<file path="src/rtl/leaf_user_tx_packetizer.sv">
// User-side transmit packetizer: wraps 32-bit user words into BFT packets gated by receiver credits.
// Optional statistics counters are enabled by defining PKT_TX_STATS_EN.
module leaf_user_tx_packetizer #(
    parameter int PACKET_BITS           = 49,
    parameter int PAYLOAD_BITS          = 32,
    parameter int NUM_LEAF_BITS         = 5,
    parameter int NUM_PORT_BITS         = 4,
    parameter int NUM_ADDR_BITS         = 7,
    parameter int FREESPACE_UPDATE_SIZE = 64
) (
    input  logic                     clk,
    input  logic                     reset_n,
    input  logic [PAYLOAD_BITS-1:0]  din_leaf_user2interface,
    input  logic                     vld_user2interface,
    output logic                     ack_interface2user,
    input  logic [NUM_LEAF_BITS-1:0] dest_leaf,
    input  logic [NUM_PORT_BITS-1:0] dest_port,
    output logic [PACKET_BITS-1:0]   dout_leaf_interface2bft,
    input  logic                     bft_ready,
    input  logic                     resend,
    input  logic                     credit_return,
`ifdef PKT_TX_STATS_EN
    output logic [31:0]              pkt_count,
    output logic [31:0]              stall_count,
`endif
    output logic                     credit_err
);

    localparam int CW           = NUM_ADDR_BITS + 1;
    localparam int MAX_CREDIT_I = 2 ** NUM_ADDR_BITS;
    localparam logic [CW:0] MAX_CREDIT = MAX_CREDIT_I[CW:0];
    localparam logic [CW:0] RET_INC    = FREESPACE_UPDATE_SIZE[CW:0];
    localparam logic [CW:0] ONE_CREDIT = {{CW{1'b0}}, 1'b1};

    typedef enum logic [1:0] {
        IDLE        = 2'd0,
        ACTIVE      = 2'd1,
        CREDIT_WAIT = 2'd2
    } state_t;

    state_t                    state_r, state_s;
    logic [PAYLOAD_BITS-1:0]   mem_r [2];
    logic                      wr_ptr_r, rd_ptr_r;
    logic [1:0]                count_r, count_s;
    logic [NUM_ADDR_BITS-1:0]  addr_r;
    logic [CW-1:0]             credits_r, credits_s;
    logic [CW:0]               credit_sum_s;
    logic                      credit_over_s;
    logic                      credit_err_r;
    logic                      out_valid_r;
    logic [PACKET_BITS-2:0]    fields_r;
    logic                      empty_s, full_s, push_s, load_s, accept_s;
    logic                      fifo_wr_s, fifo_rd_s;
    logic [PAYLOAD_BITS-1:0]   load_word_s;

    assign empty_s  = (count_r == 2'd0);
    assign full_s   = (count_r == 2'd2);
    assign ack_interface2user = !full_s && (state_r != IDLE);
    assign push_s   = vld_user2interface && ack_interface2user;
    assign accept_s = out_valid_r && bft_ready && !resend;
    // An empty FIFO lets the incoming word go straight into the packet register.
    assign load_s   = (state_r == ACTIVE) && (credits_r != {CW{1'b0}}) &&
                      (!out_valid_r || accept_s) && (!empty_s || push_s);
    assign fifo_wr_s   = push_s && !(load_s && empty_s);
    assign fifo_rd_s   = load_s && !empty_s;
    assign load_word_s = empty_s ? din_leaf_user2interface : mem_r[rd_ptr_r];
    assign dout_leaf_interface2bft = (out_valid_r && !resend) ? {1'b1, fields_r}
                                                              : {PACKET_BITS{1'b0}};
    assign credit_err = credit_err_r;

    // Next FIFO occupancy from the write/read pair.
    always_comb begin
        count_s = count_r;
        case ({fifo_wr_s, fifo_rd_s})
            2'b10:   count_s = count_r + 2'd1;
            2'b01:   count_s = count_r - 2'd1;
            default: count_s = count_r;
        endcase
    end

    // Credit update with saturation; overflow is flagged instead of wrapped.
    always_comb begin
        credit_sum_s = {1'b0, credits_r};
        if (credit_return) begin
            credit_sum_s = credit_sum_s + RET_INC;
        end else begin
            credit_sum_s = credit_sum_s;
        end
        if (load_s) begin
            credit_sum_s = credit_sum_s - ONE_CREDIT;
        end else begin
            credit_sum_s = credit_sum_s;
        end
        credit_over_s = (credit_sum_s > MAX_CREDIT);
        if (credit_over_s) begin
            credits_s = MAX_CREDIT[CW-1:0];
        end else begin
            credits_s = credit_sum_s[CW-1:0];
        end
    end

    // Next-state logic for the injection control FSM.
    always_comb begin
        state_s = state_r;
        case (state_r)
            IDLE: state_s = ACTIVE;
            ACTIVE: begin
                if ((credits_r == {CW{1'b0}}) && !empty_s) begin
                    state_s = CREDIT_WAIT;
                end else begin
                    state_s = ACTIVE;
                end
            end
            CREDIT_WAIT: begin
                if (credit_return) begin
                    state_s = ACTIVE;
                end else begin
                    state_s = CREDIT_WAIT;
                end
            end
            default: state_s = IDLE;
        endcase
    end

    // State, FIFO, credit and packet registers.
    always_ff @(posedge clk or negedge reset_n) begin
        if (!reset_n) begin
            state_r      <= IDLE;
            mem_r[0]     <= {PAYLOAD_BITS{1'b0}};
            mem_r[1]     <= {PAYLOAD_BITS{1'b0}};
            wr_ptr_r     <= 1'b0;
            rd_ptr_r     <= 1'b0;
            count_r      <= 2'd0;
            addr_r       <= {NUM_ADDR_BITS{1'b0}};
            credits_r    <= MAX_CREDIT[CW-1:0];
            credit_err_r <= 1'b0;
            out_valid_r  <= 1'b0;
            fields_r     <= {(PACKET_BITS-1){1'b0}};
        end else begin
            state_r   <= state_s;
            count_r   <= count_s;
            credits_r <= credits_s;
            if (credit_over_s) begin
                credit_err_r <= 1'b1;
            end
            if (fifo_wr_s) begin
                mem_r[wr_ptr_r] <= din_leaf_user2interface;
                wr_ptr_r        <= ~wr_ptr_r;
            end
            if (fifo_rd_s) begin
                rd_ptr_r <= ~rd_ptr_r;
            end
            if (load_s) begin
                out_valid_r <= 1'b1;
                fields_r    <= {dest_leaf, dest_port, addr_r, load_word_s};
                addr_r      <= addr_r + {{(NUM_ADDR_BITS-1){1'b0}}, 1'b1};
            end else if (accept_s) begin
                out_valid_r <= 1'b0;
                fields_r    <= {(PACKET_BITS-1){1'b0}};
            end
        end
    end

`ifdef PKT_TX_STATS_EN
    logic [31:0] pkt_count_r, stall_count_r;
    assign pkt_count   = pkt_count_r;
    assign stall_count = stall_count_r;

    // Accepted-packet and stalled-cycle counters, wrapping naturally.
    always_ff @(posedge clk or negedge reset_n) begin
        if (!reset_n) begin
            pkt_count_r   <= 32'd0;
            stall_count_r <= 32'd0;
        end else begin
            if (accept_s) begin
                pkt_count_r <= pkt_count_r + 32'd1;
            end
            if ((out_valid_r && !accept_s) || (state_r == CREDIT_WAIT)) begin
                stall_count_r <= stall_count_r + 32'd1;
            end
        end
    end
`endif

endmodule

</file>
<file path="config.mk">
export PLATFORM = sky130hd
export DESIGN_NAME = leaf_user_tx_packetizer
export DESIGN_NICKNAME = d
export VERILOG_FILES = /design/src/rtl/leaf_user_tx_packetizer.sv
export SDC_FILE = /design/constraint.sdc
export NUM_CORES = 1
export LEC_CHECK = 0
export BUFFER_PORTS_ARGS = -buffer_cell sky130_fd_sc_hd__buf_2
export CORE_MARGIN = 4
export CORE_UTILIZATION = 46
export DETAILED_ROUTE_END_ITERATION = 10
export GPL_TIMING_DRIVEN = 0
export MAX_ROUTING_LAYER = met4
export PLACE_DENSITY_LB_ADDON = 0.05
export SKIP_CTS_REPAIR_TIMING = 1
export SLEW_MARGIN = 20
export SYNTH_ARGS = -nofsm -noshare
export SYNTH_HDL_FRONTEND = slang
export SYNTH_SLANG_ARGS = --single-unit
</file>
<file path="constraint.sdc">
create_clock -name clk -period 2.5 [get_ports clk]
set_clock_uncertainty 0.05 [all_clocks]
set_input_delay 0.375 -clock clk [delete_from_list [all_inputs] [get_ports clk]]
set_output_delay 0.375 -clock clk [all_outputs]
set_load 0.02 [all_outputs]
</file>
* Word-level counts from Yosys, hierarchy flattened
Cells that the tools add are included.
** Word-level totals
- Register bits :: 135
- Bits of input ports :: 47
- Output and inout port bits :: 51
- Logic and storage cells :: 75
** Cells by class
- Add/subtract/negate cells :: 5
- Order comparisons :: 4
- Eq/ne operators :: 5
- Mux-type cells :: 19
- Bitwise gates (word level) :: 4
- Reductions and logical operators :: 27
** Operators by type and width (count)
- $mux W32 :: 5
- $mux W48 :: 2
- $bwmux W64 :: 1
- $mux W49 :: 1
- $demux W32 S1 :: 1
- $mux W9 :: 2
- $logic_and A1 B1 Y1 :: 13
- $add A8 B7 Y9 const B :: 1
- $gt A9 B8 Y1 const B :: 1
- $sub A9 B1 Y9 const B :: 1
- $logic_not A8 Y1 :: 1
- $mux W8 :: 1
- $reduce_bool A8 Y1 :: 1
- $add A7 B1 Y7 const B :: 1
- $eq A2 B2 Y1 const B :: 3
- $pmux W2 S3 :: 1
- $reduce_bool A2 Y1 :: 3
- $logic_not A1 Y1 :: 5
- $eq A2 B1 Y1 const B :: 2
- $ge A2 B2 Y1 const B :: 2
- $logic_not A2 Y1 :: 2
- $mux W2 :: 2
- $not A1 Y2 :: 2
- $pmux W2 S2 :: 1
- other kinds (6) :: 9

* Depth between registers and ports, before layout
- Word-level depth :: 11
- Mapped depth :: 10
- Mapped depth without buffers :: 9

* Worst setup path after synthesis
No wires, ideal clock.
- Path type :: flip-flop to flip-flop
- Start :: reg credits_r[7]
- End :: reg count_r[1]
- Library setup time :: 0.079 ns
- Data arrival time :: 2.106 ns
- Required time :: 2.371 ns
- Slack :: 0.264 ns
- Stages on the path, launching flop included :: 10
- Path buffers :: 1
- Clock period less this slack :: 2.236 ns
- Path through :: dfstp_2 > inv_1 > ha_1 > nand4_1 > nand2_1 > nor2_1 > clkbuf_1 > ha_1 > nor2_1 > xor2_1
** Between the ends
- Elaborated cells between the ends (all ways) :: 12
- Those cells by class :: eq/ne (2); mux (1); reduce/logical (9)
** RTL lines
- start: declaration :: line 46 : logic [CW-1:0] credits_r, credits_s;
- start signal: assignment :: line 135 : credits_r <= MAX_CREDIT[CW-1:0];
- start signal: assignment :: line 142 : credits_r <= credits_s;
- $reduce_bool A8 Y1 (*) :: line 62 : assign load_s = (state_r == ACTIVE) && (credits_r != {CW{1'b0}}) &&
- $logic_and A1 B1 Y1 (*) (2 in a row) :: line 62
- $logic_and A1 B1 Y1 (*) :: line 63 : (!out_valid_r || accept_s) && (!empty_s || push_s);
- $logic_and A1 B1 Y1 (*) :: line 65 : assign fifo_rd_s = load_s && !empty_s;
- via fifo_rd_s :: line 53 : logic fifo_wr_s, fifo_rd_s;
- $eq A2 B1 Y1 / $eq A2 B2 Y1 (equally long branches) :: line 74 : case ({fifo_wr_s, fifo_rd_s})
- $pmux W2 S2 / $reduce_bool A2 Y1 (equally long branches)
- end signal: assignment :: line 141 : count_r <= count_s;
- end: declaration :: line 44 : logic [1:0] count_r, count_s;
Mark *: on every way through the listed nets, which the timed path passes. The rest lies on a longest branch.
A chain may end at the register's enable or synchronous reset.

* Final worst setup path
Ends and elaborated chain as after synthesis.

==> summary.md <==
| Metric | Value |
|---|---|
| Worst reg2reg path depth | `12` |
| Detailed Routing Iterations Pass 1 | `6` |
| Vias/cell | `5.28` |
| DR iter-0 viols | `between 200 and 250` |
| RSZ-0062 raised after global routing | `true` |
| Max-cap violations | `0` |
| Setup crit end | `count_r[1]` |
| Critical path's top delay family | `flip-flops` |
| Total Routed Length | `15.3 mm` |
| Syn_nets | `581` |
| Worst EP arrival | `approximately 2700 ps` |
| First-pass GRT wire length | `24.6 mm` |
| Pwr dens | `approximately 1500 nW/um2` |
| Num rows | `between 40 and 50` |
| FFs w/ async S/R, synth | `1.00` |
| Slew headroom | `0.535` |
| CTS sink cnt | `about 140` |
| Routed Antenna Nets | `0` |
| DP HPWL | `between 10 and 15 mm` |
| CP max stage cell | `dfstp_2` |
| Synthesized instance count | `approximately 530` |
| Placed instance count | `805` |
| CTS root buffer | `clkbuf_16` |
| H-tree depth | `4` |
| Critical Path Stages | `12` |
| Setup crit start | `credits_r[7]` |
| R2r endpoint | `count_r[1]` |
| Seq cells post-synth | `135` |
| Crit. End Element | `register` |
| Worst hold path class | `input port to register` |
| Setup slack, reg-to-reg | `roughly 91 ps` |
| Crit-path max cell delay | `~540 ps` |
| Post-route cell area | `8210 um2` |
| Core area | `around 14000 um2` |
| Vias in the first global route | `around 4700` |
| Synth cell types | `45` |
| Die width | `roughly 130 um` |
| Port buffer count | `96` |
| Placed Area | `roughly 7200 um2` |
| CP bufs+invs | `4` |
| Residual DRC | `0` |
| Total die area | `between 15000 and 20000 um2` |
| I/O pin cnt | `around 100` |
| Fin. max-slew vios | `0` |
| Clock buffer depth | `2` |
| Grt ovf | `0` |
| Final setup vio count | `0` |
| Mapped Avg Cell Area | `~12 um2` |
| Max frequency | `around 420 MHz` |
| Sequential area share after synthesis | `0.521` |
| Starting density of the core | `0.469` |
| TritonCTS clock tree | `yes` |
| Share of cells above drive strength 1 | `0.360` |
| Worst endpoint required time | `around 2700 ps` |
| R2R Path Start | `credits_r[7]` |
| Final hold violations | `0` |
| P&R area growth vs syn | `26.5%` |
| Initial antenna violation count | `1` |
| Status | `completed` |
| Post-route insts no fill | `~850` |
| Die H | `around 130 um` |
| Critical path class | `register to register` |
| FF/Latch Area | `about 3400 um2` |
| Ys flop type | `dfrtp_1` |
| Wire length per cell | `about 18 um` |
| Pleak | `approximately 3.9 nW` |
| Routability cong. | `between 0.7 and 0.8` |
| EDFF count, synth | `0` |
| CTS buffer count | `17` |
| Critical Path Start Type | `register` |
| Crit path max fanout | `10` |
| Netlist Area Pre-Place | `6490 um2` |
| CP Cell Sequence | `inv_1 > ha_1 > nand4_1 > buf_4 > buf_4 > nand2_1 > nor2_4 > buf_6 > ha_1 > xnor2_1 > nor2_1 > xor2_1` |
| Final min period | `approximately 2400 ps` |
| Filler cells | `~1100` |
| All-layer global routing usage | `0.199` |
| Fin nets | `just over 700` |
| Max IR drop VDD | `~0.00056 V` |
| Crit share post-route | `0.964` |
| Yosys warns | `0` |
| Latest clock arrival within the worst-skew pair | `between 400 and 500 ps` |
| Area occupied by multi-input gates | `between 2000 and 3000 um2` |
| Worst slew pin tran | `between 600 and 700 ps` |
| Largest net degree at the start of global routing | `slightly above 80` |
| Vias | `4501` |
| Clock Pin Slew Worst Setup and Hold Paths | `~60 ps` |
| Hold_ws | `about 140 ps` |
sequential cells by signal, indices dropped and copies added (netlist names):
signal	count
mem_r	64
fields_r	48
credits_r	8
addr_r	7
count_r	2
state_r	2
credit_err	1
out_valid_r	1
rd_ptr_r	1
wr_ptr_r	1
per-stage QoR:
step	setup slack [ps]	setup TNS, ps	power [mW]	utilization
floorplan	264	0	7.42	-
global placement	-893	-130160	8.59	0.520
detailed placement	-327	-11170	8.77	0.523
CTS	-411	-19900	11.6	0.571
global route	-98.3	-448	12.7	0.594
finish	91.0	0	11.9	0.594
synth_stat cells, types with 2 or more instances:
cell      count  area share
dfrtp_1     134        0.52
and2_1       51       0.049
inv_1        38       0.022
a21oi_1      35       0.027
mux2_1       34       0.059
mux2_2       33       0.057
a221oi_1     32       0.043
mux2_4       30       0.069
clkbuf_1     25       0.014
a22o_1       16       0.022
nor2_1       14      0.0081
xnor2_1      11       0.015
xor2_1       10       0.013
nand2_1       7      0.0040
buf_6         6       0.010
ha_1          6       0.012
nand3_1       5      0.0039
nand2b_1      4      0.0039
nand4_1       4      0.0039
buf_2         3      0.0023
a31oi_1       2      0.0019
and3_1        2      0.0019
nand4b_1      2      0.0027
nor2_4        2      0.0035
o21ai_1       2      0.0015
layout make-up:
cell class	instances	share of cell area
Antenna cell	1	0.000305
Buffer	33	0.0282
Clock buffer	24	0.0611
Clock inverter	8	0.0201
Inverter	38	0.0174
Multi-Input combinational cell	320	0.345
Sequential cell	135	0.412
Tap cell	180	0.0274
Timing Repair Buffer	114	0.0884
kinds of logic (layout without fill, tap and decap cells):
logic type,after synthesis,after routing,share of synthesized area
adders and majority gates,6,6,0.0116
and+or+nand+nor,99,99,0.0923
muxes,98,98,0.187
xor gates and xnor gates,21,21,0.0283
buffers and inverters,73,217,0.0497
other,0,1,0
DFF,135,135,0.521
AOI/OAI and AO/OA,96,96,0.110
cell usage in the layout, fill, tap and decap left out, types with 3 or more instances in the layout:
cell       netlist  final
dfrtp_1        134    133
buf_2            3     97
and2_1          51     51
inv_1           38     38
a21oi_1         35     34
mux2_1          34     34
mux2_2          33     33
a221oi_1        32     32
mux2_4          30     30
clkbuf_16        0     20
a22o_1          16     16
clkbuf_1        25     13
nor2_1          14     12
clkbuf_2         0     12
xnor2_1         11     11
buf_4            0     11
xor2_1          10     10
nand2_1          7      7
nand3_1          5      5
buf_12           0      5
ha_1             6      5
clkbuf_8         0      5
bufinv_16        0      5
nor2_4           2      4
nand4_1          4      4
nand2b_1         4      4
buf_8            0      4
clkinv_2         0      3
report_power, final:
| part | internal [mW] | switching, mW | leakage [nW] | total (mW) |
|---|---|---|---|---|
| Sequential | 3.26 | 0.583 | 1.63 | 3.85 |
| Clock | 1.90 | 0.898 | 0.330 | 2.80 |
| Combinational | 2.62 | 2.68 | 1.92 | 5.29 |
how the worst min path moves through the flow:
| stage | cells after the start | startpoint | to |
|---|---|---|---|
| finish | 2 | dest_leaf[0] | fields_r[43] |
| floorplan | 0 | reset_n | addr_r[0] |
| global route | 2 | dest_leaf[0] | fields_r[43] |
| global placement | 1 | mem_r[6] | mem_r[6] |
| CTS | 1 | reset_n | fields_r[36] |
| detailed placement | 1 | reset_n | fields_r[35] |
metal layers:
metal,track usage,wire (um)
met1,0.263,7140
met2,0.307,7210
met3,0.0472,761
met4,0.0587,148
met5,-,0
Power figures use the tool's default switching activity.
